$ cat config.mk
export PLATFORM = sky130hd
export DESIGN_NAME = timer
export DESIGN_NICKNAME = d
export VERILOG_FILES = /design/src/rtl/timer.sv
export SDC_FILE = /design/constraint.sdc
export NUM_CORES = 1
export LEC_CHECK = 0
export ABC_AREA = 0
export BUFFER_PORTS_ARGS = -buffer_cell sky130_fd_sc_hd__clkbuf_2
export CAP_MARGIN = 20
export CORE_MARGIN = 3
export CORE_UTILIZATION = 53
export DETAILED_ROUTE_END_ITERATION = 12
export PLACE_DENSITY_LB_ADDON = 0.2
export SLEW_MARGIN = 10
export SYNTH_ARGS = -nofsm -noshare
export SYNTH_HDL_FRONTEND = slang
export SYNTH_SLANG_ARGS = --single-unit
export TNS_END_PERCENT = 30
$ cat constraint.sdc
create_clock -name clk -period 2.73 [get_ports clk]
set_input_delay 0.273 -clock clk [delete_from_list [all_inputs] [get_ports clk]]
set_output_delay 0.273 -clock clk [all_outputs]
set_load 0.01 [all_outputs]
$ cat src/rtl/timer.sv
// Qualification timer: hit_target asserts once `in` has been continuously
// high for `target` rising edges; any low cycle restarts the measurement.
module timer #(
    parameter int WIDTH = 21
) (
    input  logic             clk,
    input  logic             reset,
    input  logic [WIDTH-1:0] target,
    input  logic             in,
    output logic             hit_target
);

    localparam logic [WIDTH-1:0] COUNT_MAX = '1;
    localparam logic [WIDTH-1:0] COUNT_ONE = {{(WIDTH-1){1'b0}}, 1'b1};

    logic [WIDTH-1:0] count_q;
    logic [WIDTH-1:0] count_d;

    // Saturate at all-ones so a target of all-ones stays reachable.
    always_comb begin
        count_d = count_q;
        if (!in) begin
            count_d = '0;
        end else if (count_q != COUNT_MAX) begin
            count_d = count_q + COUNT_ONE;
        end
    end

    always_ff @(posedge clk or posedge reset) begin
        if (reset) begin
            count_q <= '0;
        end else begin
            count_q <= count_d;
        end
    end

    assign hit_target = in && (count_q >= target);

endmodule

* Yosys cells after proc, flatten, opt, wreduce, memory -nomap -nowiden
Index checks and enable logic that the tools add are counted.
** Cells by class
- Add/sub/neg operators :: 1
- $lt $le $gt $ge :: 1
- Equality and inequality tests :: 2
- Mux-type cells :: 2
- Reductions and logical operators :: 1
** Operators with widths (count)
- 2-to-1 mux 21 bit :: 2
- adder 21 x 1 -> 21 bit (second input constant) :: 1
- greater-or-equal comparator 21 bit :: 1
- inequality test 21 bit (second input constant) :: 1
- inequality test 2 x 1 -> 1 bit (second input constant) :: 1
- logical AND 1 bit :: 1
** Storage, ports and cells
- Bits in registers :: 21
- Bits of input ports :: 24
- Output and inout port bits :: 1
- Logic and storage cells :: 8

* Depth between registers and ports, before layout
Gate-level depths: netlist of the first run.
- Depth after elaboration :: 3
- Depth in mapped cells :: 7
- Gate-level depth less buffers :: 7

* Worst setup path after synthesis of the first run
No wires, ideal clock.
- Kind :: register to output
- From :: register count_q[2]
- To :: output port hit_target
- Arrival time :: 1.582 ns
- Required time :: 2.457 ns
- Slack :: 0.875 ns
- Cell stages (with the launch flop) :: 7
- Path through :: dfrtp_1 > ha_1 > or4_1 > a21oi_1 > nor4_1 > o21ai_0 > a21boi_0
** On the way
- Cells in the longest elaborated chain, start to end :: 2
** Ends and longest elaborated chain
- start: declaration :: line 16 : logic [WIDTH-1:0] count_q;
- start signal: assignment :: line 33 : count_q <= count_d;
- greater-or-equal comparator 21 bit :: line 37 : assign hit_target = in && (count_q >= target);
- logical AND 1 bit :: line 37
- end: declaration :: line 10 : output logic hit_target
Every way passes these cells.

* Worst setup path in the final report of the first run
- From :: register count_q[18]
- To :: output port hit_target
Same word-level chain as after synthesis.

==> metrics.csv, run 1 <==
stage,metric,value,unit
run_status,run status,"finished, final reports clean",
sta,final number of setup-violating endpoints,0,
detailed_routing,post-detailed-route count of antenna-violating nets,0,
sta,Max Slew Vio Count,0,
sta,setup skew after layout,0.0182,ns
cells_and_area,proportion of layout cells with a drive suffix above 1,16.1,%
detailed_routing,via-per-instance ratio,5.59,
sta,Hold Worst Slack,0.0586,ns
critical_path,critical path class,reg2out,
critical_path,Crit Reg-Reg Endpoint,count_q[18],
power,Cell Pwr Density,293,nW/um^2
worst_hold_path,path class of the lowest-slack min-delay path,in2async,
logic_synthesis,Synth Register Bits,21,
detailed_routing,vias post-DR,1415,
clock_tree,buffer type at the clock tree root,sky130_fd_sc_hd__clkbuf_4,
clock_tree,total setup buffers inserted after CTS,0,
floorplanning,area of the core region,2880,sq um
cells_and_area,largest registers,count_q (21),
sta,post-route clock period utilization,91.8,%
clock_tree,TritonCTS clock tree,done,
logic_synthesis,cell accounting for the most synthesized area,sky130_fd_sc_hd__dfrtp_1,
place,number of cells after detailed placement,249,
sta,Total Negative Setup Slacks,0,ns
sta,Peak Freq,399,MHz
floorplanning,number of I/O pins,25,
floorplanning,# rows,19,
logic_synthesis,Syn Inst Count,186,
sta,"Min Clock Period, post-route",2.51,ns
logic_synthesis,top post-synthesis cells by area,"sky130_fd_sc_hd__dfrtp_1 32%, sky130_fd_sc_hd__ha_1 17%, sky130_fd_sc_hd__xnor2_1 5.8%",
cells_and_area,Largest Register,count_q,
cells_and_area,number of non-filler instances in the completed layout,253,
place,Post-DP HPWL,2.64,mm
detailed_routing,DRC violations left,0,
critical_path,Worst Path Required,2.46,ns
cells_and_area,Synth-to-Final Area Change,10.9,%
place,final estimated routing congestion in global placement,0.857,
grt,number of antenna violations at the first check in global routing,0,
floorplanning,vertical die dimension,62.1,um
cells_and_area,max FFs per register,21,
power,part of the power in the clock network,28.6,%
cells_and_area,final non-filler cell area,1850,sq um
power,worst IR drop on VDD,0.000256,V
power,sequential fraction of design power,59.3,%
sta,Final Hold Violating Endpoints,0,
clock_tree,total CTS buffers,3,
logic_synthesis,Ys Warns,0,
clock_tree,later-pin clock latency in the skew report,0.32,ns
grt,first-pass GRT wire length,6.05,mm
sta,worst slew slack as a fraction of its limit,47.4,%
cells_and_area,number of nets in the final layout,258,
grt,pin count of the biggest net entering global routing,23,
cells_and_area,fin util,64.2,%
cells_and_area,multi-input combinational cell area,1040,sq um
critical_path,Worst Path Max Fanout,4,
floorplanning,initial cell density of the core,57.9,%
logic_synthesis,top cell type's share of synthesized area,31.5,%
logic_synthesis,unique cell type count in the Yosys netlist,40,
cells_and_area,# diodes,0,
clock_tree,post_cts resized,0,
power,P_int,0.401,mW
clock_tree,Max Root-Sink Buffers,2,
critical_path,element type at the critical path start,flip-flop,
sta,RSZ-0062 raised after global routing,no,
critical_path,register-to-register setup slack,0.72,ns
detailed_routing,per-cell routed wire length,13.6,um
critical_path,reg-to-reg startpoint,count_q[5],
critical_path,endpoint kind of the worst setup timing path,output pin,
grt,overflow left after global routing,0,
flow_run,total of max-cap violations,0,
clock_tree,hold-fix buffers at CTS,0,
power,NetSw,0.140,mW
critical_path,arrival time at the worst endpoint,2.23,ns
cells_and_area,fill cell count,259,
sta,transition at the pin with the smallest max-transition slack,0.787,ns
grt,Tot GR Track Use,20.5,%
logic_synthesis,cell area after technology mapping,1670,sq um
power,switch share,25.9,%
floorplanning,overall die area,3850,sq um
critical_path,worst setup path startpoint,count_q[18],
logic_synthesis,fraction of the yosys area taken by sequential cells,31.5,%
detailed_routing,count of routing violations after the opening detailed-route iteration,49,
detailed_routing,Routed WL,3.45,mm
critical_path,worst reg2reg path depth,5,
floorplanning,die width,62.1,um
cells_and_area,Register Area,526,sq um
clock_tree,clock-pin slew reported for the worst setup and hold paths after clock tree synthesis,0.13,ns
clock_tree,number of clock sinks,21,
clock_tree,CTS H-Tree Depth,1,
place,cell area after placement,1820,sq um
grt,number of global-route vias before repair,1438,
place,buffers added on ports,24,
logic_synthesis,average instance area after synthesis,8.96,sq um
logic_synthesis,synthesized net count,232,
power,leakage,0.959,nW
power,logic gate share of total power,12.1,%
detailed_routing,Pre-antenna DRT Iters,4,
[stage by stage]
stage	setup WS (ns)	total power, mW
after floorplan	0.875	0.367
after global placement	0.531	0.389
after detailed placement	0.510	0.394
after CTS	0.157	0.548
after global routing	0.0270	0.571
final	0.223	0.541
[cell type report]
class,count,share of cell area (%)
clock buffers,3,1.22
clock inverters,1,0.271
inverters,23,4.67
multi-input cells,139,56.1
flip-flops and latches,21,28.4
well taps,42,2.84
repair buffers,24,6.50
[power groups by stage]
stage               sequential (mW)  clock (mW)  combinational (mW)
detailed placement            0.327           0              0.0671
CTS                           0.321       0.160              0.0673
floorplan                     0.325           0              0.0414
global route                  0.322       0.170              0.0793
global placement              0.327           0              0.0629
finish                        0.321       0.155              0.0655
[cells in the final DEF (no fill, tap or decap)]
master,synthesis,layout
sky130_fd_sc_hd__a21o_1,2,2
sky130_fd_sc_hd__nand2_1,10,10
sky130_fd_sc_hd__and4_1,4,4
sky130_fd_sc_hd__dfrtp_1,21,21
sky130_fd_sc_hd__clkbuf_2,0,24
sky130_fd_sc_hd__nand4_2,1,1
sky130_fd_sc_hd__inv_1,23,23
sky130_fd_sc_hd__nand3_1,4,4
sky130_fd_sc_hd__o211a_1,1,1
sky130_fd_sc_hd__o21ai_0,8,8
sky130_fd_sc_hd__or3_1,1,1
sky130_fd_sc_hd__ha_1,22,22
sky130_fd_sc_hd__nor3b_1,1,1
sky130_fd_sc_hd__nor3_1,3,3
sky130_fd_sc_hd__and3_1,3,3
sky130_fd_sc_hd__nand3_2,1,1
sky130_fd_sc_hd__xor2_1,1,1
sky130_fd_sc_hd__o2111ai_2,1,1
sky130_fd_sc_hd__a21boi_0,3,3
sky130_fd_sc_hd__nand4_1,10,10
sky130_fd_sc_hd__or4_1,2,2
sky130_fd_sc_hd__a21oi_1,10,10
sky130_fd_sc_hd__and2_1,13,13
sky130_fd_sc_hd__o21a_1,5,5
sky130_fd_sc_hd__nor2b_1,1,1
sky130_fd_sc_hd__o2111ai_1,1,1
sky130_fd_sc_hd__clkbuf_4,0,3
sky130_fd_sc_hd__o211ai_1,1,1
sky130_fd_sc_hd__o211ai_2,1,1
sky130_fd_sc_hd__nor4_1,3,3
sky130_fd_sc_hd__clkinv_2,0,1
sky130_fd_sc_hd__xnor2_1,11,11
sky130_fd_sc_hd__o21ai_4,1,1
sky130_fd_sc_hd__nor2_2,1,1
sky130_fd_sc_hd__nand2b_1,1,1
sky130_fd_sc_hd__a2111oi_0,1,1
sky130_fd_sc_hd__o21ai_1,1,1
sky130_fd_sc_hd__a31oi_1,1,1
sky130_fd_sc_hd__nor2_1,7,7
sky130_fd_sc_hd__a21boi_1,2,2
[per-layer routing]
metal	up-vias	part of all wire (%)	GRT usage [%]
met5	-	0	0
met4	0	0.52	3.94
met3	2	3.9	4.34
met2	27	53	36.2
met1	674	43	25.7
li1	712	-	-
[critical path, cell delays in order (launching register included)]
cell	delay [ns]
sky130_fd_sc_hd__dfrtp_1	0.44
sky130_fd_sc_hd__ha_1	0.31
sky130_fd_sc_hd__a21o_1	0.16
sky130_fd_sc_hd__a21oi_1	0.14
sky130_fd_sc_hd__nor2b_1	0.06
sky130_fd_sc_hd__a2111oi_0	0.49
sky130_fd_sc_hd__a21boi_0	0.17
sky130_fd_sc_hd__clkbuf_2	0.16
[cells by family after synthesis]
family / share of synthesized area, %
AOI/OAI and AO/OA: 16.2
xor gates and xnor gates: 6.31
buffers and inverters: 6.31
adders and majority gates: 16.5
DFF: 31.5
and+or+nand+nor: 23.1
[worst max-delay path by stage]
stage,to,slack (ns),cells past startpoint
6_report,hit_target,0.22,7
5_1_grt,hit_target,0.03,7
4_1_cts,hit_target,0.16,7
3_5_place_dp,hit_target,0.51,7
3_3_place_gp,hit_target,0.53,7
2_1_floorplan,hit_target,0.88,6
[cells in the mapped netlist]
master,count
sky130_fd_sc_hd__and2_1,13
sky130_fd_sc_hd__buf_1,1
sky130_fd_sc_hd__inv_1,23
sky130_fd_sc_hd__ha_1,22
sky130_fd_sc_hd__nor4_1,3
sky130_fd_sc_hd__nor3_1,3
sky130_fd_sc_hd__o211ai_2,1
sky130_fd_sc_hd__o21ai_0,8
sky130_fd_sc_hd__nor2_2,1
sky130_fd_sc_hd__or4_1,2
sky130_fd_sc_hd__o211a_1,1
sky130_fd_sc_hd__nand3_2,1
sky130_fd_sc_hd__xor2_1,1
sky130_fd_sc_hd__buf_6,1
sky130_fd_sc_hd__xnor2_1,11
sky130_fd_sc_hd__a21boi_0,3
sky130_fd_sc_hd__or3_1,1
sky130_fd_sc_hd__a21boi_1,2
sky130_fd_sc_hd__and4_1,4
sky130_fd_sc_hd__nand2_1,10
sky130_fd_sc_hd__o21ai_1,1
sky130_fd_sc_hd__dfrtp_1,21
sky130_fd_sc_hd__o21ai_4,1
sky130_fd_sc_hd__a31oi_1,1
sky130_fd_sc_hd__a2111oi_0,1
sky130_fd_sc_hd__nand4_1,10
sky130_fd_sc_hd__nor2b_1,1
sky130_fd_sc_hd__o2111ai_1,1
sky130_fd_sc_hd__clkbuf_1,1
sky130_fd_sc_hd__o211ai_1,1
sky130_fd_sc_hd__o21a_1,5
sky130_fd_sc_hd__nor3b_1,1
sky130_fd_sc_hd__nand3_1,4
sky130_fd_sc_hd__o2111ai_2,1
sky130_fd_sc_hd__a21o_1,2
sky130_fd_sc_hd__nor2_1,7
sky130_fd_sc_hd__nand2b_1,1
sky130_fd_sc_hd__and3_1,3
sky130_fd_sc_hd__a21oi_1,10
sky130_fd_sc_hd__nand4_2,1
No activity file was read; power rests on OpenSTA's default activity.
==> run 2, diff against run 1 <==
Settings changed: BUFFER_PORTS_ARGS -buffer_cell sky130_fd_sc_hd__clkbuf_2 to default, DONT_BUFFER_PORTS from default to 1.
==> run 2 against run 1 <==
- the flow now finishes with violations (hold timing)
- worst hold slack lost 0.059 ns
- clock power about the same
- power decreased by 3.7%
- core utilization decreased by 4.2 points
- first-iteration DRC count is 18% lower
- clock skew is 0.017 ns lower
- critical path depth decreased by 1
- sequential power about the same
- sequential cell count unchanged
- clock-buffer cell count up 1
- routed wire length is 6.1% lower
- critical path type unchanged
- largest cell class unchanged
- highest routed layer unchanged
==> metrics.csv, run 2 (same netlist as run 1, synthesis figures left out) <==
stage,metric,value,unit,change
cells_and_area,number of nets in the final layout,234,,-9.3%
grt,number of global-route vias before repair,1190,,-17%
clock_tree,total setup buffers inserted after CTS,0,,unchanged
detailed_routing,DRC violations left,0,,unchanged
sta,Final Hold Violating Endpoints,5,,+5
power,NetSw,0.129,mW,-8.0%
cells_and_area,Largest Register,count_q,,
sta,Peak Freq,395,MHz,-0.91%
sta,Total Negative Setup Slacks,0,ns,unchanged
sta,post-route clock period utilization,92.7,%,+0.85 points
clock_tree,later-pin clock latency in the skew report,0.30,ns,-0.02 ns
critical_path,Crit Reg-Reg Endpoint,count_q[3],,
place,buffers added on ports,0,,-100%
cells_and_area,final non-filler cell area,1730,sq um,-6.6%
detailed_routing,highest signal layer in the routed design,met4,,
detailed_routing,length of routed met2 wiring,1.63,mm,-10%
floorplanning,die width,62.1,um,unchanged
floorplanning,# rows,19,,unchanged
clock_tree,total CTS buffers,3,,unchanged
sta,transition at the pin with the smallest max-transition slack,0.814,ns,+0.0267 ns
sta,final number of setup-violating endpoints,0,,unchanged
detailed_routing,per-cell routed wire length,14.1,um,+3.7%
cells_and_area,Synth-to-Final Area Change,3.60,%,
critical_path,largest incremental delay on the critical path,0.54,ns,+0.05 ns
clock_tree,clock-pin slew reported for the worst setup and hold paths after clock tree synthesis,0.12,ns,about the same
grt,first-pass GRT wire length,5.27,mm,-13%
floorplanning,area of the core region,2880,sq um,unchanged
critical_path,Worst Path Required,2.46,ns,about the same
cells_and_area,"top library cells by usage in the layout, fill and taps aside","23 x sky130_fd_sc_hd__inv_1, 22 x sky130_fd_sc_hd__ha_1, 21 x sky130_fd_sc_hd__dfrtp_1, 13 x sky130_fd_sc_hd__and2_1, 11 x sky130_fd_sc_hd__xnor2_1",,
power,worst IR drop on VDD,0.000233,V,-9.0%
cells_and_area,max FFs per register,21,,unchanged
detailed_routing,vias post-DR,1324,,-6.4%
detailed_routing,via-per-instance ratio,5.78,,+3.4%
floorplanning,vertical die dimension,62.1,um,unchanged
run_status,run status,finished with violations,,
cells_and_area,# diodes,0,,unchanged
clock_tree,TritonCTS clock tree,done,,
place,cell area after placement,1700,sq um,-6.6%
cells_and_area,largest registers,count_q (21),,
sta,RSZ-0062 raised after global routing,no,,
clock_tree,CTS H-Tree Depth,1,,unchanged
detailed_routing,post-detailed-route count of antenna-violating nets,0,,unchanged
critical_path,element type at the critical path start,flip-flop,,
flow_run,total of max-cap violations,0,,unchanged
sta,Hold Worst Slack,-0.0000625,ns,-0.0587 ns
clock_tree,hold-fix buffers at CTS,0,,unchanged
detailed_routing,DRT met1 WL,1.47,mm,-0.27%
sta,"Min Clock Period, post-route",2.53,ns,+0.0231 ns
power,leakage,0.856,nW,-11%
clock_tree,post_cts resized,0,,unchanged
detailed_routing,Pre-antenna DRT Iters,4,,unchanged
critical_path,Crit path max-delay family,compound AO/OA/AOI/OAI gates,,
cells_and_area,"most common cell after layout, fill and taps aside",sky130_fd_sc_hd__inv_1,,
power,P_int,0.392,mW,-2.2%
sta,worst slew slack as a fraction of its limit,45.7,%,-1.8 points
critical_path,critical path class,reg2out,,
critical_path,Worst Path Max Fanout,4,,unchanged
floorplanning,number of I/O pins,25,,unchanged
clock_tree,number of clock sinks,21,,unchanged
grt,Tot GR Track Use,18.5,%,-2.0 points
critical_path,CP bufs+invs,0,,-1
critical_path,Crit-path slowest cell,sky130_fd_sc_hd__a2111oi_0,,
detailed_routing,Routed WL,3.23,mm,-6.1%
critical_path,arrival time at the worst endpoint,2.26,ns,+0.03 ns
power,sequential fraction of design power,61.5,%,+2.2 points
power,switch share,24.8,%,-1.2 points
floorplanning,overall die area,3850,sq um,unchanged
floorplanning,initial cell density of the core,57.9,%,unchanged
place,Post-DP HPWL,2.52,mm,-4.3%
power,part of the power in the clock network,29.2,%,+0.6 points
detailed_routing,count of routing violations after the opening detailed-route iteration,40,,-18%
worst_hold_path,path class of the lowest-slack min-delay path,in2async,,
critical_path,endpoint kind of the worst setup timing path,output pin,,
critical_path,reg-to-reg startpoint,count_q[11],,
sta,Max Slew Vio Count,0,,unchanged
grt,overflow left after global routing,0,,unchanged
place,final estimated routing congestion in global placement,0.798,,-6.8%
critical_path,worst reg2reg path depth,5,,unchanged
grt,pin count of the biggest net entering global routing,23,,unchanged
power,Cell Pwr Density,302,nW/um^2,+3.1%
critical_path,cell breakdown of the critical path,"ha_1, a21o_1, a21oi_1, nor2b_1, a2111oi_0, a21boi_0",,
clock_tree,buffer type at the clock tree root,sky130_fd_sc_hd__clkbuf_4,,
sta,setup skew after layout,0.00100,ns,-0.0172 ns
grt,number of antenna violations at the first check in global routing,0,,unchanged
critical_path,register-to-register setup slack,0.76,ns,+0.04 ns
run_status,violated checks,hold timing,,
clock_tree,Max Root-Sink Buffers,2,,unchanged
power,logic gate share of total power,9.2,%,-2.9 points
cells_and_area,proportion of layout cells with a drive suffix above 1,4.81,%,-11 points
detailed_routing,detailed-routed wire length on met3,102,um,-24%
run 2: cell count changes in the layout (fill, tap and decap cells not counted), sizes merged:
cell | previous run | this run
clkbuf | 27 | 4
clkinv | 1 | 0
run 2: how the worst max path moves through the flow:
stage / from / endpoint / slack, ns / depth (start not counted)
4_1_cts: count_q[18] / hit_target / 0.13 / 6
2_1_floorplan: count_q[2] / hit_target / 0.88 / 6
3_3_place_gp: count_q[18] / hit_target / 0.47 / 6
6_report: count_q[18] / hit_target / 0.20 / 6
3_5_place_dp: count_q[18] / hit_target / 0.49 / 6
5_1_grt: count_q[18] / hit_target / 0.07 / 6
run 2: power groups by stage:
stage	clock network [mW]	logic [mW]	registers [mW]
after floorplan	0	0.0414	0.325
after global placement	0	0.0451	0.326
after detailed placement	0	0.0490	0.327
after CTS	0.155	0.0495	0.321
after global routing	0.170	0.0574	0.322
final	0.153	0.0480	0.321
run 2: layer usage:
metal / vias up / GRT usage, %
met3: 4 / 3.93
met4: 0 / 4.55
li1: 663 / -
met1: 626 / 24.2
met2: 31 / 30.9
met5: - / 0
run 2: cell type report:
type | instances | area, sq um
multi-input cells | 139 | 1040
well taps | 42 | 52.6
flip-flops and latches | 21 | 526
inverters | 23 | 86.3
clock buffers | 4 | 26.3
fillers | 263 | 1150
run 2: per-stage QoR:
step | std cells | setup WS, ns | hold slack, ns | util (%) | power [mW]
6_report | 229 | 0.200 | -0.0000625 | 60.0 | 0.522
5_1_grt | 229 | 0.0660 | 0.0520 | 60.0 | 0.549
4_1_cts | 229 | 0.129 | 0.0210 | 60.0 | 0.525
3_5_place_dp | 225 | 0.490 | 0.362 | 59.1 | 0.376
3_3_place_gp | 225 | 0.469 | 0.360 | 59.1 | 0.372
2_1_floorplan | 186 | 0.875 | 0.250 | - | 0.367
